===== src/rtl/mipi_dphy_tx_lanes_if.sv =====
// Word-stream interface between the CSI packetizer and the D-PHY lane
// sequencer.
//   in_valid  : a word is available
//   in_ready  : the sequencer takes the word when in_valid & in_ready
//   in_data   : lane k byte in in_data[8k+7:8k]
//   in_last   : final word of the burst
// Modports:
//   master : the packetizer side (drives valid/data/last)
//   slave  : the sequencer side (drives ready)
interface mipi_dphy_tx_lanes_if #(
    parameter int NUM_DATA_LANES = 2
);
    logic                          in_valid;
    logic                          in_ready;
    logic [8*NUM_DATA_LANES-1:0]   in_data;
    logic                          in_last;

    modport master (
        output in_valid,
        output in_data,
        output in_last,
        input  in_ready
    );

    modport slave (
        input  in_valid,
        input  in_data,
        input  in_last,
        output in_ready
    );
endinterface


===== src/rtl/mipi_dphy_tx_lanes.sv =====
// Multi-lane MIPI D-PHY transmit sequencer.
// All data lanes share one state machine. The block runs the
// LP11 -> LP01 -> LP00 -> HS-zero -> sync -> payload -> trail -> LP11 burst
// sequence and drives the clock-lane HS enable. HS bytes go to a downstream
// serializer LSB first.
//
// Ports:
//   clk_hs     in   byte clock; all logic runs on its rising edge
//   reset      in   synchronous, active-high
//   enable     in   a burst may start (looked at in ST_STOP only)
//   in_bus     if   word stream (valid/ready/data/last), slave side
//   hs_en      out  data-lane HS driver enable
//   hs_data    out  per-lane HS byte, lane k in [8k+7:8k]
//   lp_p/lp_n  out  per-lane LP levels (all lanes identical)
//   clk_hs_en  out  clock-lane HS enable
//   busy       out  sequencer is not in ST_STOP
//   underrun   out  one-cycle pulse when the stream ran dry in ST_HST
//
// Every output except in_ready comes from a register loaded from the
// current state. The line levels therefore show each state one cycle after
// the state register enters it. This is the 1-cycle word-to-wire latency
// of ST_HST: an accepted word appears on hs_data on the next edge.
module mipi_dphy_tx_lanes #(
    parameter int NUM_DATA_LANES = 2,
    parameter int TW             = 8,
    parameter int T_LPX          = 4,
    parameter int T_HS_PREPARE   = 3,
    parameter int T_HS_ZERO      = 6,
    parameter int T_HS_TRAIL     = 5,
    parameter int T_HS_EXIT      = 4,
    parameter int CONT_CLK       = 0
) (
    input  logic                          clk_hs,
    input  logic                          reset,
    input  logic                          enable,
    mipi_dphy_tx_lanes_if.slave           in_bus,
    output logic                          hs_en,
    output logic [8*NUM_DATA_LANES-1:0]   hs_data,
    output logic [NUM_DATA_LANES-1:0]     lp_p,
    output logic [NUM_DATA_LANES-1:0]     lp_n,
    output logic                          clk_hs_en,
    output logic                          busy,
    output logic                          underrun
);
    localparam int         WB        = 8 * NUM_DATA_LANES;
    localparam logic [7:0] SYNC_BYTE = 8'hB8;
    localparam logic       CLK_ALWAYS = (CONT_CLK != 0);

    typedef enum logic [2:0] {
        ST_STOP,
        ST_HS_RQST,
        ST_HS_PRPR,
        ST_HS_ZERO,
        ST_SYNC,
        ST_HST,
        ST_TRAIL,
        ST_EXIT
    } state_t;

    state_t                    state_reg, state_next;
    logic [TW-1:0]             timer_reg, timer_next;
    logic                      accept;
    logic                      underrun_now;

    logic                      hs_en_reg, hs_en_next;
    logic [WB-1:0]             hs_data_reg, hs_data_next;
    logic [NUM_DATA_LANES-1:0] lp_p_reg, lp_p_next;
    logic [NUM_DATA_LANES-1:0] lp_n_reg, lp_n_next;
    logic                      clk_en_reg, clk_en_next;
    logic                      busy_reg, busy_next;
    logic                      underrun_reg;
    // Per lane: inverse of bit 7 of the last byte placed on the wire, which
    // is the trail fill level for that lane.
    logic [NUM_DATA_LANES-1:0] trail_inv_reg, trail_inv_next;

    // A timed state loads T-1 on entry and leaves when the timer reads zero,
    // so it lasts exactly T cycles.
    function automatic logic [TW-1:0] entry_load(input state_t s);
        logic [TW-1:0] v;
        v = '0;
        case (s)
            ST_HS_RQST: v = TW'(T_LPX - 1);
            ST_HS_PRPR: v = TW'(T_HS_PREPARE - 1);
            ST_HS_ZERO: v = TW'(T_HS_ZERO - 1);
            ST_TRAIL:   v = TW'(T_HS_TRAIL - 1);
            ST_EXIT:    v = TW'(T_HS_EXIT - 1);
            default:    v = '0;
        endcase
        return v;
    endfunction

    // ---------------- state register ----------------
    always_ff @(posedge clk_hs) begin
        if (reset) begin
            state_reg <= ST_STOP;
            timer_reg <= '0;
        end else begin
            state_reg <= state_next;
            timer_reg <= timer_next;
        end
    end

    // ---------------- next state ----------------
    always_comb begin
        state_next   = state_reg;
        accept       = 1'b0;
        underrun_now = 1'b0;
        case (state_reg)
            ST_STOP:    if (enable && in_bus.in_valid) state_next = ST_HS_RQST;
            ST_HS_RQST: if (timer_reg == '0) state_next = ST_HS_PRPR;
            ST_HS_PRPR: if (timer_reg == '0) state_next = ST_HS_ZERO;
            ST_HS_ZERO: if (timer_reg == '0) state_next = ST_SYNC;
            ST_SYNC:    state_next = ST_HST;
            ST_HST: begin
                if (in_bus.in_valid) begin
                    accept = 1'b1;
                    if (in_bus.in_last) state_next = ST_TRAIL;
                end else begin
                    // A gap inside a burst cannot be bridged; close it out.
                    underrun_now = 1'b1;
                    state_next   = ST_TRAIL;
                end
            end
            ST_TRAIL:   if (timer_reg == '0) state_next = ST_EXIT;
            ST_EXIT:    if (timer_reg == '0) state_next = ST_STOP;
            default:    state_next = ST_STOP;
        endcase

        if (state_next != state_reg) begin
            timer_next = entry_load(state_next);
        end else if (timer_reg != '0) begin
            timer_next = timer_reg - 1'b1;
        end else begin
            timer_next = timer_reg;
        end
    end

    assign in_bus.in_ready = (state_reg == ST_HST);

    // ---------------- output datapath ----------------
    always_comb begin
        hs_en_next  = (state_reg == ST_HS_ZERO) || (state_reg == ST_SYNC) ||
                      (state_reg == ST_HST)     || (state_reg == ST_TRAIL);
        // LP lines are 00 in every HS state, so only STOP/EXIT/RQST drive 1s.
        lp_p_next   = {NUM_DATA_LANES{(state_reg == ST_STOP) || (state_reg == ST_EXIT)}};
        lp_n_next   = {NUM_DATA_LANES{(state_reg == ST_STOP) || (state_reg == ST_EXIT) ||
                                      (state_reg == ST_HS_RQST)}};
        busy_next   = (state_reg != ST_STOP);
        clk_en_next = CLK_ALWAYS || (state_reg != ST_STOP);
    end

    for (genvar gi = 0; gi < NUM_DATA_LANES; gi++) begin : g_lane
        logic [7:0] lane_fill;
        logic [7:0] lane_in;

        assign lane_fill = {8{trail_inv_reg[gi]}};
        assign lane_in   = in_bus.in_data[8*gi +: 8];

        // The sync byte has bit 7 set, so a burst that ends before any word
        // is accepted trails with 0x00.
        assign trail_inv_next[gi] = (state_reg == ST_SYNC) ? 1'b0 :
                                    accept                 ? ~lane_in[7] :
                                                             trail_inv_reg[gi];

        // The underrun cycle of ST_HST already puts the trail fill out, so
        // the wire never repeats a stale payload byte.
        assign hs_data_next[8*gi +: 8] =
            (state_reg == ST_HS_ZERO)                          ? 8'h00     :
            (state_reg == ST_SYNC)                             ? SYNC_BYTE :
            accept                                             ? lane_in   :
            ((state_reg == ST_HST) || (state_reg == ST_TRAIL)) ? lane_fill :
                                                                 hs_data_reg[8*gi +: 8];
    end

    always_ff @(posedge clk_hs) begin
        if (reset) begin
            hs_en_reg     <= 1'b0;
            hs_data_reg   <= '0;
            lp_p_reg      <= '1;
            lp_n_reg      <= '1;
            clk_en_reg    <= CLK_ALWAYS;
            busy_reg      <= 1'b0;
            underrun_reg  <= 1'b0;
            trail_inv_reg <= '0;
        end else begin
            hs_en_reg     <= hs_en_next;
            hs_data_reg   <= hs_data_next;
            lp_p_reg      <= lp_p_next;
            lp_n_reg      <= lp_n_next;
            clk_en_reg    <= clk_en_next;
            busy_reg      <= busy_next;
            underrun_reg  <= underrun_now;
            trail_inv_reg <= trail_inv_next;
        end
    end

    assign hs_en     = hs_en_reg;
    assign hs_data   = hs_data_reg;
    assign lp_p      = lp_p_reg;
    assign lp_n      = lp_n_reg;
    assign clk_hs_en = clk_en_reg;
    assign busy      = busy_reg;
    assign underrun  = underrun_reg;
endmodule


===== src/flat_wrapper.sv =====
// flat-port wrapper written by rule: the top's interface ports become plain ports
module mipi_dphy_tx_lanes_flat 
#(
    parameter int NUM_DATA_LANES = 2,
    parameter int TW             = 8,
    parameter int T_LPX          = 4,
    parameter int T_HS_PREPARE   = 3,
    parameter int T_HS_ZERO      = 6,
    parameter int T_HS_TRAIL     = 5,
    parameter int T_HS_EXIT      = 4,
    parameter int CONT_CLK       = 0
)
  (clk_hs, reset, enable, hs_en, hs_data, lp_p, lp_n, clk_hs_en, busy, underrun, in_bus_in_valid, in_bus_in_data, in_bus_in_last, in_bus_in_ready);
  mipi_dphy_tx_lanes_if #(.NUM_DATA_LANES(NUM_DATA_LANES)) in_bus_i ();
  input  logic clk_hs;
  input  logic reset;
  input  logic enable;
  output logic hs_en;
  output logic [8*NUM_DATA_LANES-1:0] hs_data;
  output logic [NUM_DATA_LANES-1:0] lp_p;
  output logic [NUM_DATA_LANES-1:0] lp_n;
  output logic clk_hs_en;
  output logic busy;
  output logic underrun;
  input wire logic [$bits(in_bus_i.in_valid)-1:0] in_bus_in_valid;
  input wire logic [$bits(in_bus_i.in_data)-1:0] in_bus_in_data;
  input wire logic [$bits(in_bus_i.in_last)-1:0] in_bus_in_last;
  output wire logic [$bits(in_bus_i.in_ready)-1:0] in_bus_in_ready;
  assign in_bus_i.in_valid = in_bus_in_valid;
  assign in_bus_i.in_data = in_bus_in_data;
  assign in_bus_i.in_last = in_bus_in_last;
  assign in_bus_in_ready = in_bus_i.in_ready;
  mipi_dphy_tx_lanes #(.NUM_DATA_LANES(NUM_DATA_LANES), .TW(TW), .T_LPX(T_LPX), .T_HS_PREPARE(T_HS_PREPARE), .T_HS_ZERO(T_HS_ZERO), .T_HS_TRAIL(T_HS_TRAIL), .T_HS_EXIT(T_HS_EXIT), .CONT_CLK(CONT_CLK)) u_core (.clk_hs(clk_hs), .reset(reset), .enable(enable), .in_bus(in_bus_i), .hs_en(hs_en), .hs_data(hs_data), .lp_p(lp_p), .lp_n(lp_n), .clk_hs_en(clk_hs_en), .busy(busy), .underrun(underrun));
endmodule

===== config.mk =====
export PLATFORM = sky130hd
export DESIGN_NAME = mipi_dphy_tx_lanes_flat
export DESIGN_NICKNAME = d
export VERILOG_FILES = /design/src/rtl/mipi_dphy_tx_lanes_if.sv /design/src/rtl/mipi_dphy_tx_lanes.sv /design/src/flat_wrapper.sv
export SDC_FILE = /design/constraint.sdc
export NUM_CORES = 1
export LEC_CHECK = 0
export CAP_MARGIN = 20
export CORE_MARGIN = 1.5
export CORE_UTILIZATION = 50
export CTS_CLUSTER_DIAMETER = 100
export DETAILED_ROUTE_END_ITERATION = 10
export MAX_ROUTING_LAYER = met4
export PLACE_DENSITY = 0.83
export SYNTH_ARGS = -nofsm -noshare
export SYNTH_HDL_FRONTEND = slang
export SYNTH_SLANG_ARGS = --single-unit

===== constraint.sdc =====
create_clock -name clk_hs -period 3.05 [get_ports clk_hs]
set_input_delay 0.61 -clock clk_hs [delete_from_list [all_inputs] [get_ports clk_hs]]
set_output_delay 0.61 -clock clk_hs [all_outputs]
set_load 0.01 [all_outputs]

## Word level (Yosys, flattened, before mapping)

Cells that the tools add are included.

| storage, ports and cells | value |
|---|---|
| input port bits | 21 |
| output and inout bits | 25 |
| word-level logic and storage cells | 67 |
| flip-flop bits (word level) | 34 |

| cells by class | value |
|---|---|
| reduce and logical (&&, ||, !) cells | 19 |
| $add $sub $neg | 1 |
| equal/unequal tests | 13 |
| bitwise logic cells | 3 |
| multiplexer cells | 21 |

Operator list:

| cell | number |
|---|---|
| 8-bit two-way mux | 8 |
| 3-bit two-way mux | 8 |
| 3-bit one-hot mux with 8 select lines | 1 |
| 3-bit equality test, second input constant | 6 |
| 3-bit by 2-bit equality test with 1-bit output, second input constant | 4 |
| 3-bit one-hot mux with 4 select lines | 1 |
| 8-bit zero test | 1 |
| 8-bit nonzero test | 1 |
| 2-bit OR reduction | 4 |
| 8-bit by 1-bit subtractor with 8-bit output, second input constant | 1 |
| 3-bit by 1-bit equality test with 1-bit output, second input constant | 2 |
| 1-bit logical OR | 6 |
| 3-bit nonzero test | 2 |
| 2-bit nonzero test | 2 |
| 3-bit zero test | 1 |
| 1-bit two-way mux | 3 |
| 3-bit != test | 1 |
| 1-bit inverter | 3 |
| 3-bit OR reduction | 1 |
| 1-bit logical AND | 1 |

## Longest topological paths before layout

Gate-level depths: netlist of the first run.

| depth | value |
|---|---|
| depth after elaboration | 7 |
| gate-level depth with buffers | 7 |
| gate-level depth less buffers | 7 |

## Worst setup path before layout of the first run

Ideal clock, no wire load.

| timing path | value |
|---|---|
| kind | input to register |
| start | in in_bus_in_valid |
| end | reg u_core.trail_inv_reg[0] |
| setup slack | 1.235 ns |
| arrival time | 1.700 ns |
| setup time | 0.115 ns |
| path buffers | 3 |
| required time | 2.935 ns |
| stages on the path | 6 |
| path through | clkbuf_1 > nor3b_1 > buf_2 > buf_2 > nand2_1 > nor3b_1 |

| between the ends | value |
|---|---|
| cells in the longest elaborated chain, start to end | 2 |

RTL lines:

| item | line | text |
|---|---|---|
| from (decl) | flat_wrapper.sv:25 | `input wire logic [$bits(in_bus_i.in_valid)-1:0] in_bus_in_valid;` |
| 1-bit two-way mux | mipi_dphy_tx_lanes.sv:115 | `if (in_bus.in_valid) begin` |
| 1-bit two-way mux | mipi_dphy_tx_lanes.sv:108 | `case (state_reg)` |
| to (signal assigned) | mipi_dphy_tx_lanes.sv:193 | `trail_inv_reg <= trail_inv_next;` |
| to (decl) | mipi_dphy_tx_lanes.sv:74 | `logic [NUM_DATA_LANES-1:0] trail_inv_reg, trail_inv_next;` |

Every way passes these cells.
A chain may end at the register's enable or synchronous reset.

## Final worst setup path of the first run

| timing path | value |
|---|---|
| start | reg u_core.state_reg[1] |
| end | out in_bus_in_ready |

| between the ends | value |
|---|---|
| cells in the longest elaborated chain, start to end | 1 |

RTL lines:

| item | line | text |
|---|---|---|
| from (decl) | mipi_dphy_tx_lanes.sv:60 | `state_t state_reg, state_next;` |
| from (signal assigned) | mipi_dphy_tx_lanes.sv:98 | `state_reg <= state_next;` |
| 3-bit equality test | mipi_dphy_tx_lanes.sv:138 | `assign in_bus.in_ready = (state_reg == ST_HST);` |
| to (decl) | flat_wrapper.sv:28 | `output wire logic [$bits(in_bus_i.in_ready)-1:0] in_bus_in_ready;` |

Every way passes these cells.

==> results of run 1 <==
through the flow:
stage / util / setup WS (ps) / instances / hold slack [ps] / area, µm²
3_3_place_gp: 0.681 / 722 / 282 / 481 / 2110
5_1_grt: 0.705 / 798 / 290 / 534 / 2190
4_1_cts: 0.705 / 863 / 290 / 502 / 2190
6_report: 0.705 / 876 / 290 / 499 / 2190
2_1_floorplan: - / 1230 / 205 / 480 / 1650
3_5_place_dp: 0.681 / 699 / 282 / 483 / 2110
Yosys cell counts (2+ instances only):
master,n
dfxtp_1,34
nor2_1,25
nor3_1,16
o21ai_0,16
a21oi_1,15
nand2_1,15
a211oi_1,10
clkbuf_1,7
inv_1,5
buf_2,4
buf_4,4
nor2b_1,4
nor3b_1,4
xnor2_1,4
a31oi_1,3
and2_1,3
nand2b_1,3
nand3_1,3
or3_1,3
nor4_1,2
layer usage:
layer / vias to the layer above / wire length [µm] / track usage
li1: 805 / - / -
met1: 716 / 1780 / 0.289
met2: 45 / 1670 / 0.339
met3: 7 / 197 / 0.0661
met4: 0 / 52 / 0.0776
met5: - / 0 / -
logic make-up (layout without fill, tap and decap cells):
kind of cell | count (synthesis) | count (layout)
simple gates | 89 | 89
compound gates | 53 | 53
flops | 34 | 34
buf+inv | 22 | 63
xor+xnor | 5 | 5
fa+ha+maj | 1 | 1
mux | 1 | 1
cell type report:
cell class / instances / area, µm²
clock buffers: 7 / 45.0
clock inverters: 1 / 30.0
fillers: 270 / 916
inverters: 6 / 22.5
multi-input cells: 149 / 873
flip-flops and latches: 34 / 681
well taps: 44 / 55.1
repair buffers: 49 / 480
path summary, 6_finish.rpt:
kind,endpoint,slack [ps],depth (start not counted)
setup reg to reg,u_core.timer_reg[1]$_SDFFE_PP0P_,1070,7
setup / recovery,in_bus_in_ready,880,2
hold / removal,u_core.hs_data[10]$_SDFFE_PP0P_,500,2
hold reg to reg,u_core.hs_data[10]$_SDFFE_PP0P_,500,2
tightest hold or removal path, delay by kind of cell (launching register included):
family | cells | cell delay [ps]
flops | 1 | 330
simple gates | 2 | 150
power groups by stage:
stage	Combinational [µW]	Clock, µW	Sequential [µW]
after detailed placement	646	0	584
after CTS	651	328	574
after global placement	638	0	582
after floorplan	501	0	570
final	653	328	574
after global routing	732	349	586
cell usage in the layout, fill, tap and decap left out, types with 2 or more instances in the layout:
cell type,n
a21oi_1,15
nand3_1,3
nand2_1,15
nor4_1,2
nor2_1,25
inv_1,5
a31oi_1,3
o21ai_0,16
nand2b_1,3
or3_1,3
clkdlybuf4s50_1,45
clkbuf_1,2
dfxtp_1,34
xnor2_1,4
a211oi_1,10
nor3b_1,3
buf_4,4
clkbuf_4,5
nor2b_1,4
nor3_1,16
and2_1,3
==> metrics.cfg, run 1 <==
[sta]
final.min_clock_period_ps=2170
rsz0062_at_grt=false
final-hold-violation-count=0
worst_pin_slew_ps=555
skew_ps=20.7
post-route-period-util=0.713
max_slew_margin=0.626
finalSetupTns_ps=0
setup_viol=0
finalMaxSlewViolations=0
max_freq_mhz=460

[flow_run]
cap_violations=0

[cts]
post_cts_resized=0
ctsHoldBuffers=0
cts_tree=done
clock-sinks=34
root_buffer=clkbuf_4
clkTransAtPathRegs_ps=110
htree_levels=2
cts_setup_buffers=0
cts_buffer_depth=2
insertion_delay_ps=350
cts-buffers-inserted=5

[pwr]
p_sw_uw=568
power_density_mw_per_mm2=711
p_int_uw=987
leakagePower_uw=0.000785
peakVddDrop_mv=0.596
comb_power_share=0.420
swShare=0.365
pwr-share-seq=0.369
pwr-share-clk=0.211
power_uw=1550

[worst_setup_path]
critical_path.cell_chain=nor2_1, clkdlybuf4s50_1
required_ps=2440
r2r-start=u_core.timer_reg[0]$_SDFFE_PP0P_
setup.worst_path.class=reg -> out
cpMaxStageDelayCell=dfxtp_1
arrival_ps=1560
setup.worst_path.start=u_core.state_reg[1]$_SDFF_PP0_
cp_num_buf_inv=1
critical_path_peak_fanout=14
crit_path_max_incr_delay_ps=630
start_kind=register
cp_top_family=flip-flops
critPathCaptureType=output port

[placement]
dp_hpwl_um=2740
portBuffers=45
gp_congestion=0.929

[synth]
synth_edf_count=0
ys_seq_area_frac=0.412
muxShareOfSynthArea=0.00682
synthFlopType=dfxtp_1
syn_nets=227
syn_area_mm2=0.00165
yosysTopAreaCell=dfxtp_1
synth_simple_gate_area_frac=0.286
synthAdderAreaFrac=0.00758
ys_warn_count=0
synth-compound-area-share=0.198
synth-async-reset-ratio=0
synth_seq_cells=34
yosysUniqueCellTypes=45
synth_top_area_share=0.412
synth_top_family_by_area=simple AND/OR/NAND/NOR gates
syn_avg_cell_area_um2=8.06
synth_area_leaders=dfxtp_1, nor2_1, nor3_1
netlist_instances=205
yosys.area_share.xor_xnor=0.0265

[global_route]
grt_pass1_wl_um=6000
grt_use_total=0.225
grt_antenna_before_repair=0
overflow=0
grt_pass1_vias=1406
grt_max_degree=22

[drt]
post_drt_wl_per_cell_um=12.8
via_count=1573
drtPass1Iterations=4
viasPerCell=5.42
routed_wl_um=3700
drc_errors=0
ant_nets=0
drt_iter0_markers=72

[cells_and_area]
drive_above_1_share=0.0732
largest_reg_flops=16
num-nets-final=267
area_growth_pct=32.4
antennaDiodeCount=0

[floorplan]
rows=20
boundaryPins=46
coreArea_mm2=0.00310
start_util=0.532
die_w_um=60.5
dieArea_mm2=0.00366
die_h_um=60.5

[min_path]
hold_class=reg -> reg
hp-start=u_core.hs_data[10]$_SDFFE_PP0P_

[run_status]
outcome=complete, no violations

No activity file was read; power rests on OpenSTA's default activity.
==> inputs of run 2 (changes only) <==
--- a/config.mk
+++ b/config.mk
@@ -7,11 +7,11 @@
 export LEC_CHECK = 0
 export CAP_MARGIN = 20
 export CORE_MARGIN = 1.5
-export CORE_UTILIZATION = 50
+export CORE_UTILIZATION = 47
 export CTS_CLUSTER_DIAMETER = 100
 export DETAILED_ROUTE_END_ITERATION = 10
 export MAX_ROUTING_LAYER = met4
-export PLACE_DENSITY = 0.83
+export PLACE_DENSITY = 0.79
 export SYNTH_ARGS = -nofsm -noshare
 export SYNTH_HDL_FRONTEND = slang
 export SYNTH_SLANG_ARGS = --single-unit
==> constraint.sdc (replaced) <==
create_clock -name clk_hs -period 2.2 [get_ports clk_hs]
set_input_delay 0.44 -clock clk_hs [delete_from_list [all_inputs] [get_ports clk_hs]]
set_output_delay 0.44 -clock clk_hs [all_outputs]
set_load 0.01 [all_outputs]
==> run 2 against run 1 <==
Effect of this change:
- worst hold slack worse by 1.5 ps
- wire length is 1.1% higher
- clock power is 46% higher
- register-to-register slack worse by 890 ps
- largest power group unchanged
- highest routed layer unchanged
==> metrics.cfg, run 2 (synthesis gave the netlist of run 1 again) <==
[run_status]
outcome=complete, no violations

[floorplan]
boundaryPins=46  ; unchanged
die_h_um=62.3  ; +3.0%
start_util=0.491  ; -0.0412
rows=21  ; +5.0%
coreArea_mm2=0.00336  ; +8.4%
die_w_um=62.3  ; +3.0%
dieArea_mm2=0.00388  ; +6.1%

[placement]
dp.cells=287  ; +1.8%
gp_congestion=0.836  ; -10%
portBuffers=45  ; unchanged
dp_hpwl_um=2720  ; -0.74%

[worst_setup_path]
required_ps=1760  ; -680 ps
start_kind=register
critPathCaptureType=output port
critical_path_peak_fanout=10  ; -4
arrival_ps=1680  ; +120 ps
setup.worst_path.class=reg -> out

[drt]
viasPerCell=5.38  ; -0.73%
post_drt_wl_per_cell_um=12.7  ; -0.32%
ant_nets=0  ; unchanged
routed_wl_um=3740  ; +1.1%
via_count=1583  ; +0.64%
drc_errors=0  ; unchanged
drt_iter0_markers=86  ; +19%
drtPass1Iterations=4  ; unchanged

[global_route]
met1_usage=0.257  ; -0.0316
grt_antenna_before_repair=0  ; unchanged
grt_pass1_vias=1353  ; -3.8%
grt_max_degree=15  ; -32%
overflow=0  ; unchanged
grt_use_total=0.208  ; -0.0168
grt_pass1_wl_um=6290  ; +4.9%
grtUsageMet2=0.318  ; -0.0206
use_met3=0.0725  ; +0.00637
busiest_layer=met2

[sta]
skew_ps=10.7  ; -10.0 ps
max_slew_margin=0.615  ; -0.0110
rsz0062_at_grt=false
post-route-period-util=0.963
final-hold-violation-count=0  ; unchanged
final.min_clock_period_ps=2120
max_freq_mhz=472
finalMaxSlewViolations=0  ; unchanged
setup_viol=0  ; unchanged
finalSetupTns_ps=0  ; unchanged
worst_pin_slew_ps=576  ; +21.2 ps

[cts]
cts_tree=done
clock-sinks=34  ; unchanged
cts-buffers-inserted=5  ; unchanged
clkTransAtPathRegs_ps=110  ; about the same
cts_buffer_depth=2  ; unchanged
root_buffer=clkbuf_4
htree_levels=2  ; unchanged
ctsHoldBuffers=0  ; unchanged
insertion_delay_ps=340  ; about the same

[cells_and_area]
layout_common_cells=clkdlybuf4s50_1, dfxtp_1, nor2_1, nor3_1, o21ai_0
final_common_cell=clkdlybuf4s50_1
drive_above_1_share=0.0927  ; +0.0196
num-nets-final=270  ; +1.1%
antennaDiodeCount=0  ; unchanged
fill_cells=316  ; +17%
largest_reg_flops=16  ; unchanged
area_growth_pct=34.4
fin_cells=294  ; +1.4%

[pwr]
leakagePower_uw=0.000805  ; +2.6%
peakVddDrop_mv=0.678  ; +14%
power_density_mw_per_mm2=992  ; +40%

[min_path]
hold_class=reg -> reg

[flow_run]
cap_violations=0  ; unchanged

run 2: changes by cell type in the layout (fill, tap and decap cells not counted):
cell	change
clkbuf_8	+1
dfxtp_1	-1
clkbuf_1	-2
buf_4	+3
dfxtp_2	+1
run 2: layer usage:
metal  vias to the layer above  routed length [µm]
li1                        810                   -
met1                       718                1780
met2                        49                1690
met3                         6                 229
met4                         0                  36
met5                         -                   0
run 2: final timing paths:
kind | from | slack (ps) | to | depth (start not counted)
setup / recovery | u_core.state_reg[2]$_SDFF_PP0_ | 80 | in_bus_in_ready | 3
setup reg to reg | u_core.timer_reg[0]$_SDFFE_PP0P_ | 180 | u_core.timer_reg[2]$_SDFFE_PP0P_ | 6
hold / removal | u_core.hs_data[8]$_SDFFE_PP0P_ | 500 | u_core.hs_data[8]$_SDFFE_PP0P_ | 2
hold reg to reg | u_core.hs_data[8]$_SDFFE_PP0P_ | 500 | u_core.hs_data[8]$_SDFFE_PP0P_ | 2
run 2: timing repair:
action / in CTS / in global routing
gates resized for setup: 0 / 1
endpoints found under the setup margin: 0 / 1
buffers inserted: 0 / 0
run 2: critical path, stage by stage, from the launching register on:
cell and delay, ps:
dfxtp_1 510, nand2_1 180, nor2_1 110, clkdlybuf4s50_1 540
run 2: layout make-up:
class	instances	area (µm²)	share of cell area
multi-input combinational	149	873	0.393
tap	46	57.6	0.0259
timing repair buffer	52	503	0.227
clock inverter	1	30.0	0.0135
inverter	6	22.5	0.0101
clock buffer	6	51.3	0.0231
sequential	34	682	0.307
run 2: per-stage QoR:
stage	power, µW	hold WS (ps)	area [µm²]	setup slack, ps	util
finish	2200	497	2220	80.6	0.660
global route	2350	530	2220	0.110	0.660
CTS	2200	501	2220	54.6	0.660
detailed placement	1720	482	2140	84.7	0.635
global placement	1700	476	2140	143	0.635
floorplan	1480	480	1650	402	-
run 2: report_power, final:
group,switching [µW],internal [µW],total (µW),leakage [µW]
Combinational,472,433,905,0.000484
Sequential,113,704,817,0.000276
Clock,216,265,480,0.0000443
==> inputs of run 3 (changes only) <==
--- a/config.mk
+++ b/config.mk
@@ -12,6 +12,7 @@
 export DETAILED_ROUTE_END_ITERATION = 10
 export MAX_ROUTING_LAYER = met4
 export PLACE_DENSITY = 0.79
+export SKIP_CTS_REPAIR_TIMING = 1
 export SYNTH_ARGS = -nofsm -noshare
 export SYNTH_HDL_FRONTEND = slang
 export SYNTH_SLANG_ARGS = --single-unit
==> results of run 3 <==
The final DEF is identical to that of run 2; final timing and power are the same.
